**src/rtl/mfm_sector_seek.sv**
```systemverilog
// Header-search controller: re-arms the MFM sync detector, parses ID fields
// (FE C H R N CRC), checks CRC-16 and reports found / not-found by index count.
module mfm_sector_seek #(
    parameter int          MAX_INDEX  = 2,
    parameter logic [15:0] CRC_PRESET = 16'hCDB4
) (
    input  logic       i_Clk,
    input  logic       i_Reset,
    input  logic       i_Start,
    input  logic [7:0] i_Track,
    input  logic       i_Head,
    input  logic [7:0] i_Sector,
    input  logic       i_Sync,
    input  logic [7:0] i_Byte,
    input  logic       i_ByteValid,
    input  logic       i_Index,
    output logic       o_SyncRearm,
    output logic       o_Busy,
    output logic       o_Found,
    output logic       o_NotFound,
    output logic       o_HdrValid,
    output logic [7:0] o_HdrC,
    output logic [7:0] o_HdrH,
    output logic [7:0] o_HdrR,
    output logic [7:0] o_HdrN,
    output logic [7:0] o_CrcErrs,
    output logic [2:0] o_DbgState
);

    typedef enum logic [2:0] {IDLE, HUNT, MARK, FIELDS, CRC, CHECK, REARM} state_t;

    localparam logic [3:0] IDX_LAST = 4'(MAX_INDEX - 1);

    state_t      state, state_nx;
    logic [7:0]  req_track, req_sector;
    logic        req_head;
    logic [15:0] crc;
    logic [1:0]  fld_idx;
    logic        crc_idx;
    logic [7:0]  fld_c, fld_h, fld_r, fld_n;
    logic [3:0]  idx_cnt;
    logic        idx_prev;

    logic busy, idx_rise, limit_hit, hdr_good, hdr_match;

    // CRC-CCITT (0x1021), MSB first, one whole byte per call.
    function automatic logic [15:0] crc_byte(input logic [15:0] c, input logic [7:0] b);
        logic [15:0] r;
        r = c;
        for (int i = 7; i >= 0; i--) begin
            if (r[15] ^ b[i]) r = (r << 1) ^ 16'h1021;
            else              r = r << 1;
        end
        return r;
    endfunction

    always_comb begin
        busy      = (state != IDLE);
        idx_rise  = i_Index & ~idx_prev;
        // The index limit wins over anything CHECK would otherwise report.
        limit_hit = busy && idx_rise && (idx_cnt == IDX_LAST);
        hdr_good  = (state == CHECK) && (crc == 16'h0000) && !limit_hit;
        hdr_match = hdr_good && (fld_c == req_track) && (fld_h == {7'b0, req_head})
                    && (fld_r == req_sector);
    end

    always_comb begin
        state_nx = state;
        case (state)
            IDLE:   if (i_Start) state_nx = HUNT;
            HUNT:   if (i_Sync) state_nx = MARK;
            MARK:   if (i_ByteValid) state_nx = (i_Byte == 8'hFE) ? FIELDS : REARM;
            FIELDS: if (i_ByteValid && fld_idx == 2'd3) state_nx = CRC;
            CRC:    if (i_ByteValid && crc_idx) state_nx = CHECK;
            CHECK:  state_nx = hdr_match ? IDLE : REARM;
            REARM:  state_nx = HUNT;
            default: state_nx = IDLE;
        endcase
        if (limit_hit) state_nx = IDLE;
    end

    always_comb begin
        o_SyncRearm = (state == IDLE) || (state == REARM);
        o_Busy      = busy;
        o_Found     = hdr_match;
        o_HdrValid  = hdr_good;
        o_NotFound  = limit_hit;
        o_DbgState  = state;
    end

    always_ff @(posedge i_Clk or posedge i_Reset) begin
        if (i_Reset) begin
            state      <= IDLE;
            req_track  <= '0;
            req_head   <= 1'b0;
            req_sector <= '0;
            crc        <= '0;
            fld_idx    <= '0;
            crc_idx    <= 1'b0;
            fld_c      <= '0;
            fld_h      <= '0;
            fld_r      <= '0;
            fld_n      <= '0;
            idx_cnt    <= '0;
            idx_prev   <= 1'b0;
            o_HdrC     <= '0;
            o_HdrH     <= '0;
            o_HdrR     <= '0;
            o_HdrN     <= '0;
            o_CrcErrs  <= '0;
        end else begin
            state    <= state_nx;
            idx_prev <= i_Index;
            if (state == IDLE && i_Start) begin
                req_track  <= i_Track;
                req_head   <= i_Head;
                req_sector <= i_Sector;
                o_CrcErrs  <= '0;
                idx_cnt    <= '0;
            end else if (busy && idx_rise) begin
                idx_cnt <= idx_cnt + 4'd1;
            end
            if (state == MARK && i_ByteValid && i_Byte == 8'hFE) begin
                crc     <= crc_byte(CRC_PRESET, 8'hFE);
                fld_idx <= '0;
                crc_idx <= 1'b0;
            end
            if (state == FIELDS && i_ByteValid) begin
                case (fld_idx)
                    2'd0: fld_c <= i_Byte;
                    2'd1: fld_h <= i_Byte;
                    2'd2: fld_r <= i_Byte;
                    default: fld_n <= i_Byte;
                endcase
                crc     <= crc_byte(crc, i_Byte);
                fld_idx <= fld_idx + 2'd1;
            end
            if (state == CRC && i_ByteValid) begin
                crc     <= crc_byte(crc, i_Byte);
                crc_idx <= 1'b1;
            end
            if (state == CHECK && !limit_hit) begin
                if (crc != 16'h0000) begin
                    if (o_CrcErrs != 8'hFF) o_CrcErrs <= o_CrcErrs + 8'd1;
                end else begin
                    o_HdrC <= fld_c;
                    o_HdrH <= fld_h;
                    o_HdrR <= fld_r;
                    o_HdrN <= fld_n;
                end
            end
        end
    end

endmodule

```
**config.mk**
```make
export PLATFORM = sky130hd
export DESIGN_NAME = mfm_sector_seek
export DESIGN_NICKNAME = d
export VERILOG_FILES = /design/src/rtl/mfm_sector_seek.sv
export SDC_FILE = /design/constraint.sdc
export NUM_CORES = 1
export LEC_CHECK = 0
export CORE_MARGIN = 2
export CORE_UTILIZATION = 59
export DETAILED_ROUTE_END_ITERATION = 12
export PLACE_DENSITY = 0.86
export SLEW_MARGIN = 20
export SYNTH_ARGS = -nofsm -noshare
export SYNTH_HDL_FRONTEND = slang
export SYNTH_SLANG_ARGS = --single-unit
```
**constraint.sdc**
```tcl
create_clock -name i_Clk -period 10.7 [get_ports i_Clk]
set_input_delay 2.675 -clock i_Clk [delete_from_list [all_inputs] [get_ports i_Clk]]
set_output_delay 2.675 -clock i_Clk [all_outputs]
set_load 0.01 [all_outputs]
```
==> flow_metrics.env, run 1 <==
export IMPL_clkLatencyLatePin_ns=0.51
export IMPL_dp_hpwl_mm=8.36
export IMPL_slew_viol_final=0
export IMPL_skew_ns=0.00815
export IMPL_ios=79
export IMPL_vias=3818
export IMPL_drt_pass1_iter_count=4
export IMPL_rsz0062_at_grt="no"
export IMPL_yosys_cell_count_top_type="dfrtp_1"
export IMPL_wl_mm=12.1
export IMPL_dp_cells=622
export IMPL_hold_violations=0
export IMPL_clock_fmax_ghz=0.123
export IMPL_grt_max_degree=72
export IMPL_synth_distinct_cells=54
export IMPL_seq_power_share=0.391
export IMPL_synth_nets=489
export IMPL_die_y_um=99.5
export IMPL_endpoint_kind="output pin"
export IMPL_setup_tns_ns=0
export IMPL_post_drt_via_cell_ratio=5.84
export IMPL_route_detailed_drc=0
export IMPL_clkTransAtPathRegs_ns=0.05
export IMPL_cp_num_buf_inv=3
export IMPL_yosys_warnings=0
export IMPL_dieWidth_um=99.5
export IMPL_syn_avg_cell_area_um2=11.9
export IMPL_root_buffer="clkbuf_8"
export IMPL_switching_share=0.338
export IMPL_crit_chain="clkdlybuf4s50_1 -> nand2b_1 -> o2111ai_2 -> or2_1 -> inv_2 -> nand4_1 -> nor2_1 -> clkdlybuf4s50_1"
export IMPL_cts_max_level=4
export IMPL_synthTopCellsByArea="dfrtp_1, mux2_2, mux2_4, nand2_1, xor2_1"
export IMPL_fin_nets=571
export IMPL_io_buffer_count=78
export IMPL_final_antenna_net_count=0
export IMPL_yosysTopAreaCell="dfrtp_1"
export IMPL_place_congestion=0.877
export IMPL_crit_fanout=20
export IMPL_core_area_mm2=0.00881
export IMPL_fin_cells=654
export IMPL_setup_viol=0
export IMPL_grtUsageTotal=0.262
export IMPL_synth_seq_area_share=0.539
export IMPL_ctsHoldBuffers=0
export IMPL_cts_resized=0
export IMPL_numCtsBuffers=17
export IMPL_worst_slew_pin_slew_ns=0.851
export IMPL_cp_start_kind="input pin"
export IMPL_internal_power_mw=1.17
export IMPL_ir_drop_mv=0.175
export IMPL_syn_area_mm2=0.00538
export IMPL_num_rows=34
export IMPL_cts_sinks=116
export IMPL_slowest_delay_ns=0.61
export IMPL_synth_common_cells="dfrtp_1, nand2_1, mux2_2, xor2_1"
export IMPL_synth_main_ff_cell="dfrtp_1"
export IMPL_timing_worst_setup_path_type="input pin to output pin"
export IMPL_p_switching_uw=596
export IMPL_synth_top_area_frac=0.539
export IMPL_antenna_found_initial=0
export IMPL_status="completed"
export IMPL_synthArstFlopShare=1.00
export IMPL_drive_gt1_frac=0.194
export IMPL_grt_pass1_vias=3945
export IMPL_crit_path_frequent_cell="clkdlybuf4s50_1"
export IMPL_dieArea_mm2=0.00991
export IMPL_cp_data_arrival_time_ns=5.43
export IMPL_clockBufferDepth=2
export IMPL_period_share=0.758
export IMPL_worstPathRequired_ns=8.03
export IMPL_synth_edf_count=0
export IMPL_start_util=0.611
export IMPL_hp_class="register to register"
export IMPL_cts_tree="done"
export IMPL_grt_overflow=0
export IMPL_combPwrFrac=0.298
export IMPL_area_delta_synth_final_pct=26.2
export IMPL_clkPwrFrac=0.311
export IMPL_crit_slowest_cell="inv_2"
export IMPL_maxCapViolations=0
export IMPL_syn_inst=451
export IMPL_leakagePower_nw=3.13
export IMPL_critPathTopFamily="buffers and inverters"
export IMPL_synth_seq_cells=116
export IMPL_drt_initial_drc_count=188
export IMPL_wl_per_cell_um=18.5
export IMPL_maxSlewHeadroom=0.433
export IMPL_grt_pass1_wl_mm=20.0
export IMPL_p_per_area_mw_per_mm2=260
export IMPL_fin_crit_ns=8.11
export IMPL_cts_setup_buffers=0
export IMPL_antenna_cells=0
-- worst paths after layout --
kind                               startpoint             to  slack [ns]  cells after the start
max in group asynchronous             i_Reset     fld_idx[1]        6.91                      3
worst max register to register     idx_cnt[1]      o_HdrH[5]        7.73                      7
worst min register to register  req_sector[3]  req_sector[3]        0.50                      2
min in group asynchronous             i_Reset      o_HdrH[5]        2.70                      2
worst min-delay path            req_sector[3]  req_sector[3]        0.50                      2
worst max-delay path                  i_Index        o_Found        2.59                      8
-- power groups by stage --
stage / registers (mW) / clock network, mW / logic, mW
3_5_place_dp: 0.694 / 0 / 0.517
5_1_grt: 0.706 / 0.578 / 0.582
6_report: 0.690 / 0.549 / 0.526
3_3_place_gp: 0.684 / 0 / 0.502
4_1_cts: 0.687 / 0.556 / 0.525
2_1_floorplan: 0.649 / 0 / 0.410
-- per-stage QoR --
step	setup WS (ns)	util	power, mW	hold WS [ns]	area, µm²
CTS	2.59	0.772	1.77	0.503	6790
global route	2.37	0.772	1.87	0.522	6790
floorplan	4.25	-	1.06	0.465	5380
global placement	2.64	0.705	1.19	0.480	6210
detailed placement	2.60	0.705	1.21	0.492	6210
finish	2.59	0.772	1.77	0.497	6790
-- worst min-delay path, cell delays in order, from the launching register on --
cell,delay [ns]
dfrtp_1,0.35
nand2_1,0.06
nand2_1,0.06
-- state kept, by name, summed over array words and instances, names as in the netlist, 8 cells and up --
register / count
crc: 16
fld_c: 8
fld_h: 8
fld_n: 8
fld_r: 8
o_CrcErrs: 8
o_HdrC: 8
o_HdrH: 8
o_HdrN: 8
o_HdrR: 8
req_sector: 8
req_track: 8
-- cells by family after synthesis --
family	Yosys count	share of synthesized area
AO/OA/AOI/OAI	50	0.0741
XOR/XNOR	45	0.0732
adder cells (fa/ha/maj)	7	0.0163
buffers and inverters	29	0.0272
flip-flops	116	0.539
multiplexers	66	0.150
AND/OR/NAND/NOR	138	0.120
-- per-layer routing --
metal / global-route usage / wire length [µm] / vias to the layer above
met3: 0.0668 / 497 / 24
met1: 0.351 / 5560 / 1932
met5: 0 / 0 / -
met2: 0.426 / 5840 / 122
li1: - / - / 1740
met4: 0.0801 / 224 / 0
-- cells in the final DEF (no fill, tap or decap), types with 8 or more instances in the layout --
master	count
clkbuf_16	16
mux2_4	18
nor2_1	13
dfrtp_1	116
nand2_1	70
xnor2_1	18
clkdlybuf4s50_1	78
nor3_1	9
mux2_2	47
xor2_1	27
o21ai_0	8
nand3_1	8
a22o_1	9
inv_1	11
nor4_1	9
-- final cells by class --
cell class	instances	area [µm²]
repair buffers	79	788
fillers	553	2010
inverters	13	51.3
clock inverters	13	160
clock buffers	19	422
well taps	108	135
flip-flops and latches	116	2900
multi-input cells	306	2330
No activity file was read; power rests on OpenSTA's default activity.
==> run 2: changes to the inputs <==
- CORE_UTILIZATION: 59 -> 54
- PLACE_DENSITY: 0.86 -> 0.79
- clock period: 10.7 -> 7.92 ns (I/O delays scaled with it)
==> run 2 against run 1 <==
- critical path depth stayed put
- highest routed layer unchanged
- first-iteration DRC count increased by 11%
- non-clock buffer count stayed put
- total power grew 34%
- clock power increased by 32%
- global-route usage is 3.0 points lower
- largest cell class unchanged
- via count shrank 1.5%
- utilization decreased by 7.1 points
- sequential share of layout area down 0.11 points
==> flow_metrics.env, run 2 (same netlist as run 1, synthesis figures left out) <==
export IMPL_wl_mm=11.8
export IMPL_ff2ff_path_depth=7
export IMPL_skew_ns=0.00713
export IMPL_root_buffer="clkbuf_8"
export IMPL_grt_max_degree=81
export IMPL_worst_slack_ns=1.24
export IMPL_grt_pass1_wl_mm=19.8
export IMPL_status="completed"
export IMPL_hold_ws_ns=0.498
export IMPL_r2r_start="idx_cnt[1]"
export IMPL_hold_depth=2
export IMPL_cts_sinks=116
export IMPL_slew_viol_final=0
export IMPL_start_util=0.553
export IMPL_antenna_found_initial=0
export IMPL_cp_num_buf_inv=3
export IMPL_min_to="req_sector[1]"
export IMPL_fin_crit_ns=6.68
export IMPL_crit_chain="clkdlybuf4s50_1 -> nand2b_1 -> o2111ai_2 -> or2_1 -> inv_2 -> nand4_1 -> nor2_1 -> clkdlybuf4s50_1"
export IMPL_critPathTopFamily="buffers and inverters"
export IMPL_fin_cells=679
export IMPL_worstPathRequired_ns=5.94
export IMPL_pre_cts_slack_ns=1.22
export IMPL_leakagePower_nw=3.13
export IMPL_grt_overflow=0
export IMPL_route_detailed_drc=0
export IMPL_worst_slew_pin_slew_ns=0.957
export IMPL_clock_fmax_ghz=0.150
export IMPL_ir_drop_mv=0.235
export IMPL_cts_max_level=4
export IMPL_dp_hpwl_mm=8.00
export IMPL_drive_gt1_frac=0.198
export IMPL_num_rows=36
export IMPL_total_power_mw=2.36
export IMPL_crit_slowest_cell="inv_2"
export IMPL_area_delta_synth_final_pct=26.5
export IMPL_wl_per_cell_um=17.4
export IMPL_maxCapViolations=0
export IMPL_period_share=0.843
export IMPL_grtUsageTotal=0.232
export IMPL_ios=79
export IMPL_hp_class="register to register"
export IMPL_rr_endpoint="o_HdrC[0]"
export IMPL_timing_worst_setup_path_type="input pin to output pin"
export IMPL_crit_path_frequent_cell="clkdlybuf4s50_1"
export IMPL_drt_pass1_iter_count=5
export IMPL_cp_start_kind="input pin"
export IMPL_p_per_area_mw_per_mm2=346
export IMPL_post_drt_via_cell_ratio=5.54
export IMPL_cts_setup_buffers=0
export IMPL_crit_cells=8
export IMPL_clkTransAtPathRegs_ns=0.06
export IMPL_regMostFlops="crc"
export IMPL_clkLatencyLatePin_ns=0.51
export IMPL_final_cell_mix="dfrtp_1, clkdlybuf4s50_1, nand2_1"
export IMPL_setup_viol=0
export IMPL_fin_nets=571
export IMPL_largest_register_ffs=16
export IMPL_rsz0062_at_grt="no"
export IMPL_dp_cells=647
export IMPL_setup_tns_ns=0
export IMPL_dieArea_mm2=0.0108
export IMPL_crit_fanout=20
export IMPL_regToRegSetupSlack_ns=5.06
export IMPL_dieWidth_um=104
export IMPL_endpoint_kind="output pin"
export IMPL_drt_initial_drc_count=208
export IMPL_die_y_um=104
export IMPL_io_buffer_count=78
export IMPL_cts_resized=0
export IMPL_grt_pass1_vias=3927
export IMPL_final_common_cell="dfrtp_1"
export IMPL_vias=3759
export IMPL_numCtsBuffers=17
export IMPL_cp_data_arrival_time_ns=4.70
export IMPL_maxSlewHeadroom=0.362
export IMPL_ctsHoldBuffers=0
export IMPL_slowest_delay_ns=0.57
export IMPL_place_congestion=0.863
export IMPL_cts_tree="done"
export IMPL_antenna_cells=0
export IMPL_core_area_mm2=0.00973
export IMPL_clockBufferDepth=2
export IMPL_min_from="req_sector[1]"
export IMPL_hold_violations=0
export IMPL_final_antenna_net_count=0
run 2: worst max-delay path by stage:
stage / from / end / slack [ns]
floorplan: i_Index / o_Found / 2.86
global placement: i_Index / o_Found / 1.37
detailed placement: i_Index / o_Found / 1.22
CTS: i_Index / o_Found / 1.20
global route: i_Index / o_Found / 1.04
finish: i_Index / o_Found / 1.24
run 2: layout make-up:
cell class,instances,area (µm²)
fill,720,2920
sequential,116,2900
multi-input combinational,306,2330
timing repair buffer,79,788
clock buffer,18,428
tap,133,166
clock inverter,14,140
inverter,13,51.3
run 2: report_power, final:
part	internal, mW	leakage, nW	switching [mW]	total (mW)
Combinational	0.344	1.34	0.356	0.700
Sequential	0.758	1.52	0.177	0.936
Clock	0.432	0.270	0.293	0.725
Total	1.53	3.13	0.826	2.36
run 2: worst reg2reg max path: stages (launching register included):
cell and delay (ns):
dfrtp_1 0.40, inv_1 0.08, ha_1 0.13, or3b_4 0.39, o2111ai_2 0.21, or2_1 0.66, inv_2 0.47, mux2_4 0.41
run 2: per-stage QoR:
step,instance area (µm²),util
5_1_grt,6810,0.700
6_report,6810,0.700
4_1_cts,6810,0.700
2_1_floorplan,5380,-
3_5_place_dp,6240,0.642
3_3_place_gp,6240,0.642
run 2: layer usage:
metal	wire length, µm	up-vias	global-route usage
met3	527	13	0.0539
met5	0	-	0
li1	-	1749	-
met1	5230	1901	0.309
met2	5960	96	0.383
met4	119	0	0.0676
